### config.mk
export PLATFORM = sky130hd
export DESIGN_NAME = jtcop_prot_arb
export DESIGN_NICKNAME = d
export VERILOG_FILES = /design/src/rtl/jtcop_prot_arb.sv
export SDC_FILE = /design/constraint.sdc
export NUM_CORES = 1
export LEC_CHECK = 0
export ABC_AREA = 1
export CAP_MARGIN = 25
export CORE_MARGIN = 2
export CORE_UTILIZATION = 35
export CTS_CLUSTER_SIZE = 28
export DETAILED_ROUTE_END_ITERATION = 16
export PLACE_DENSITY = 0.69
export SLEW_MARGIN = 15
export SYNTH_ARGS = -nofsm -noshare
export SYNTH_HDL_FRONTEND = slang
export SYNTH_SLANG_ARGS = --single-unit
### constraint.sdc
create_clock -name clk -period 3 [get_ports clk]
set_input_delay 0.6 -clock clk [delete_from_list [all_inputs] [get_ports clk]]
set_output_delay 0.6 -clock clk [all_outputs]
set_load 0.05 [all_outputs]
### src/rtl/jtcop_prot_arb.sv
// Shared 2kB RAM arbiter between main 68000 and HuC6280 protection MCU, with main->MCU IRQ1 latch.
// Latency: request seen at edge n, RAM address at n+1, read data at n+2, main_ok / mcu_done at n+3.
// Backpressure: main side gets a level main_ok held until main_cs drops; MCU is stalled via mcu_waitn.
module jtcop_prot_arb #(
  parameter int AW = 11,
  parameter int DW = 8
) (
  input  logic          clk,
  input  logic          rst_n,
  input  logic          main_cs,
  input  logic          main_wrn,
  input  logic [AW-1:0] main_addr,
  input  logic [DW-1:0] main_dout,
  output logic [DW-1:0] main_din,
  output logic          main_ok,
  input  logic          mcu_cs,
  input  logic          mcu_wrn,
  input  logic [AW-1:0] mcu_addr,
  input  logic [DW-1:0] mcu_dout,
  output logic [DW-1:0] mcu_din,
  output logic          mcu_waitn,
  output logic          mcu_irqn,
  output logic [AW-1:0] ram_addr,
  output logic [DW-1:0] ram_data,
  output logic          ram_we,
  input  logic [DW-1:0] ram_q
);

  typedef enum logic [1:0] {IDLE, ADDR, DATA} state_t;

  state_t state, state_nxt;

  logic main_req, mcu_req;
  logic start, pick_main;
  logic gnt_main;   // side owning the access in flight
  logic acc_wr;     // access in flight is a write
  logic last_main;  // side served most recently (0 = MCU)
  logic main_hold;  // blocks a new main access until main_cs has dropped
  logic mcu_done;   // one-cycle completion pulse for the MCU

  assign main_req  = main_cs & ~main_ok & ~main_hold;
  assign mcu_req   = mcu_cs & ~mcu_done;
  assign mcu_waitn = ~mcu_cs | mcu_done;

  // Next-state and grant decision; ties go to the side not served last
  always_comb begin
    state_nxt = state;
    start     = 1'b0;
    pick_main = 1'b0;
    case (state)
      IDLE: begin
        if (main_req && mcu_req) begin
          start     = 1'b1;
          pick_main = ~last_main;
        end else if (main_req) begin
          start     = 1'b1;
          pick_main = 1'b1;
        end else if (mcu_req) begin
          start     = 1'b1;
          pick_main = 1'b0;
        end
        if (start) state_nxt = ADDR;
      end
      ADDR:    state_nxt = DATA;
      DATA:    state_nxt = IDLE;
      default: state_nxt = IDLE;
    endcase
  end

  // State register
  always_ff @(posedge clk) begin
    if (!rst_n) state <= IDLE;
    else        state <= state_nxt;
  end

  // RAM port registers, completion flags, read data capture and IRQ latch
  always_ff @(posedge clk) begin
    if (!rst_n) begin
      ram_addr  <= '0;
      ram_data  <= '0;
      ram_we    <= 1'b0;
      main_din  <= {DW{1'b1}};
      mcu_din   <= {DW{1'b1}};
      main_ok   <= 1'b0;
      main_hold <= 1'b0;
      mcu_done  <= 1'b0;
      mcu_irqn  <= 1'b1;
      last_main <= 1'b0;
      gnt_main  <= 1'b0;
      acc_wr    <= 1'b0;
    end else begin
      ram_we   <= 1'b0;
      mcu_done <= 1'b0;
      // Once main_cs is seen low the main side may issue its next access
      if (!main_cs) begin
        main_ok   <= 1'b0;
        main_hold <= 1'b0;
      end
      if (start) begin
        gnt_main <= pick_main;
        ram_addr <= pick_main ? main_addr : mcu_addr;
        ram_data <= pick_main ? main_dout : mcu_dout;
        ram_we   <= pick_main ? ~main_wrn : ~mcu_wrn;
        acc_wr   <= pick_main ? ~main_wrn : ~mcu_wrn;
      end
      if (state == DATA) begin
        last_main <= gnt_main;
        if (gnt_main) begin
          if (!acc_wr) main_din <= ram_q;
          main_ok   <= 1'b1;
          main_hold <= 1'b1;
          // Main writing the last byte raises IRQ1 to the MCU
          if (acc_wr && ram_addr == {AW{1'b1}}) mcu_irqn <= 1'b0;
        end else begin
          if (!acc_wr) mcu_din <= ram_q;
          mcu_done <= 1'b1;
          // MCU reading the last byte acknowledges IRQ1
          if (!acc_wr && ram_addr == {AW{1'b1}}) mcu_irqn <= 1'b1;
        end
      end
    end
  end

endmodule

==> impl_metrics.json <==
{
  "holdBufCountCts": 0,
  "p_sw_mw": 0.507,
  "cp-end-kind": "output port",
  "power_density_mw_per_mm2": 485,
  "clockBufferDepth": 2,
  "core_area_sq_mm": 0.00554,
  "num_vias": 2116,
  "n_fill_cell": 573,
  "holdWs_ns": 0.454,
  "cp_cell_sequence": "clkdlybuf4s50_1 -> nand2_1 -> clkdlybuf4s50_1",
  "drc_errors": 0,
  "die_area_sq_mm": 0.00637,
  "start_kind": "input port",
  "path_buf_inv": 2,
  "power_frac_comb_pct": 30.5,
  "internal_power_mw": 0.984,
  "place_area_sq_mm": 0.00299,
  "seq_power_share_pct": 45.5,
  "syn_to_final_growth_pct": 52.8,
  "crit_arrival_ns": 1.90,
  "tightestPinTransition_ns": 0.535,
  "overflow": 0,
  "yosysUniqueCellTypes": 15,
  "first_iter_violations": 66,
  "yosysWarnings": 0,
  "clk-insertion-delay-late_ns": 0.29,
  "worst-path-stages": 3,
  "root_buffer": "clkbuf_8",
  "power.share.clock_pct": 24.0,
  "crit_slowest_cell": "clkdlybuf4s50_1",
  "rr_worst_depth": 6,
  "worst_r2r_startpoint": "state[0]$_SDFFE_PN0P_",
  "ir_drop_v": 0.000220,
  "antenna_found_initial": 0,
  "drive_gt1_share_pct": 6.67,
  "tns_ns": 0,
  "fin_area_sq_mm": 0.00307,
  "place_congestion": 0.755,
  "worst_path_largest_cell_delay_ns": 0.80,
  "grt_pass1_vias": 2036,
  "die_width_microns": 79.8,
  "crit_family": "buffers and inverters",
  "dp_slack_ns": 0.490,
  "routed_via_density": 4.58,
  "cap_violations": 0,
  "total_power_mw": 1.49,
  "grt_pass1_wl_microns": 8870,
  "htreeDepth": 2,
  "min-delay-path-class": "reg -> reg",
  "wirelength_microns": 5270,
  "cts_tree": "built",
  "relSlewSlack_pct": 64.2,
  "path_clk_slew_ns": 0.08,
  "rows": 27,
  "io_pins": 91,
  "crit_required_ns": 2.40,
  "die_y_microns": 79.8,
  "multi_input_area_sq_um": 851,
  "worst-r2r-setup-slack_ns": 1.54,
  "grt_max_degree": 21,
  "clock-sinks": 45,
  "drv_slew": 0,
  "postCtsResizedCells": 0,
  "antenna_cells": 0,
  "synth_cells": 298,
  "static-leakage-power_nw": 1.50,
  "synth.avg_cell_area_sq_um": 6.75,
  "post-dp-hpwl_microns": 3980,
  "nets": 441,
  "crit_type": "in -> out",
  "regArea_sq_um": 901,
  "cpMostUsedCell": "clkdlybuf4s50_1",
  "wl_per_cell_microns": 11.4,
  "start_util_pct": 36.3,
  "fin_skew_ns": 0.00386,
  "post_cts_buffers": 0,
  "synthesis.nets": 350,
  "yosys_register_bits": 45,
  "grt_usage_pct": 17.8,
  "ys_seq_area_share_pct": 44.8,
  "setup_ws_ns": 0.497,
  "p_sw_share_pct": 34.0,
  "period_needed_ns": 2.50,
  "rsz0062_at_grt": "no",
  "min_period_over_period_pct": 83.4,
  "critical_path.reg2reg.endpoint": "acc_wr$_SDFFE_PN0P_",
  "cp-startpoint": "mcu_cs",
  "status": "finished, final reports clean",
  "setup_violations": 0,
  "first_pass_iters": 4,
  "path_max_fanout": 2,
  "max_freq_ghz": 0.399,
  "portBuffers": 90,
  "cts_buffers": 5,
  "syn_area_sq_mm": 0.00201,
  "final_hold_viol_count": 0,
  "ant_nets": 0,
  "cp-endpoint": "mcu_waitn"
}
[how the worst min path moves through the flow]
stage                              from                       end  slack [ns]  depth (start not counted)
3_3_place_gp   main_din[1]$_SDFFE_PN1P_  main_din[1]$_SDFFE_PN1P_        0.44                          2
3_5_place_dp   ram_data[1]$_SDFFE_PN0P_  ram_data[1]$_SDFFE_PN0P_        0.44                          2
6_report       ram_data[1]$_SDFFE_PN0P_  ram_data[1]$_SDFFE_PN0P_        0.45                          2
5_1_grt        ram_data[0]$_SDFFE_PN0P_  ram_data[0]$_SDFFE_PN0P_        0.48                          2
4_1_cts        ram_data[1]$_SDFFE_PN0P_  ram_data[1]$_SDFFE_PN0P_        0.46                          2
2_1_floorplan     state[0]$_SDFFE_PN0P_     state[1]$_SDFFE_PN0P_        0.44                          2
[cell usage after synthesis]
cell type,number,area (sq um)
nand4_1,21,131
inv_1,45,169
dfxtp_1,45,901
nor3_1,2,10.0
nor2_2,3,18.8
nand2_1,108,405
buf_4,2,15.0
buf_2,9,45.0
nor2_1,6,22.5
a21oi_1,5,25.0
inv_2,5,18.8
nor2_8,1,20.0
nand2_2,2,12.5
nand3_1,41,205
clkbuf_1,3,11.3
[power by group through the flow]
stage / Sequential (mW) / Clock [mW] / Combinational (mW)
finish: 0.678 / 0.358 / 0.455
global placement: 0.692 / 0 / 0.454
floorplan: 0.830 / 0 / 0.132
CTS: 0.678 / 0.370 / 0.459
global route: 0.685 / 0.391 / 0.491
detailed placement: 0.692 / 0 / 0.457
[layout by cell type (no fill, tap or decap)]
cell,netlist,layout
nor2_1,6,6
nand4_1,21,21
inv_1,45,45
clkinv_2,0,2
a21oi_1,5,5
buf_4,2,8
clkdlybuf4s50_1,0,90
clkbuf_8,0,5
nor2_2,3,3
inv_2,5,5
nand2_1,108,108
clkbuf_1,3,1
nor2_8,1,1
dfxtp_1,45,45
nand3_1,41,41
nand2_2,2,2
nor3_1,2,2
[state kept, by name, indices dropped and copies added, names as in the netlist]
| register | cells |
|---|---|
| acc_wr | 1 |
| last_main | 1 |
| main_hold | 1 |
| gnt_main | 1 |
| main_ok | 1 |
| ram_data | 8 |
| mcu_done | 1 |
| ram_we | 1 |
| mcu_irqn | 1 |
| main_din | 8 |
| ram_addr | 11 |
| mcu_din | 8 |
| state | 2 |
[cell type report]
class	count	share of cell area, %
Timing Repair Buffer	98	31.3
Sequential cell	45	29.3
Multi-Input combinational cell	189	27.7
Inverter	50	6.11
Tap cell	72	2.93
Clock buffer	6	2.36
Clock inverter	2	0.326
[worst register-to-register path, delay by kind of cell (launching register included)]
kind                   cells  cell delay, ns
buffers and inverters      1            0.29
DFF                        1            0.33
and+or+nand+nor            5            0.81
[cell families (layout without fill, tap and decap cells)]
family	count (synthesis)	after routing	synth area share (%)
AOI/OAI and AO/OA	5	5	1.24
and+or+nand+nor	184	184	41.1
DFF	45	45	44.8
buffers and inverters	64	156	12.9
[routing by layer]
metal	vias up	GRT usage [%]	routed length (microns)
li1	1104	-	-
met1	939	20.7	2230
met2	64	31.7	2620
met3	9	3.51	300
met4	0	7.80	117
met5	-	0	0
[metrics by stage]
stage / instances / util [%]
2_1_floorplan: 298 / -
3_3_place_gp: 454 / 54.0
4_1_cts: 462 / 55.5
3_5_place_dp: 454 / 54.0
5_1_grt: 462 / 55.5
6_report: 462 / 55.5
Note: power is estimated with default switching activity, not from simulation.
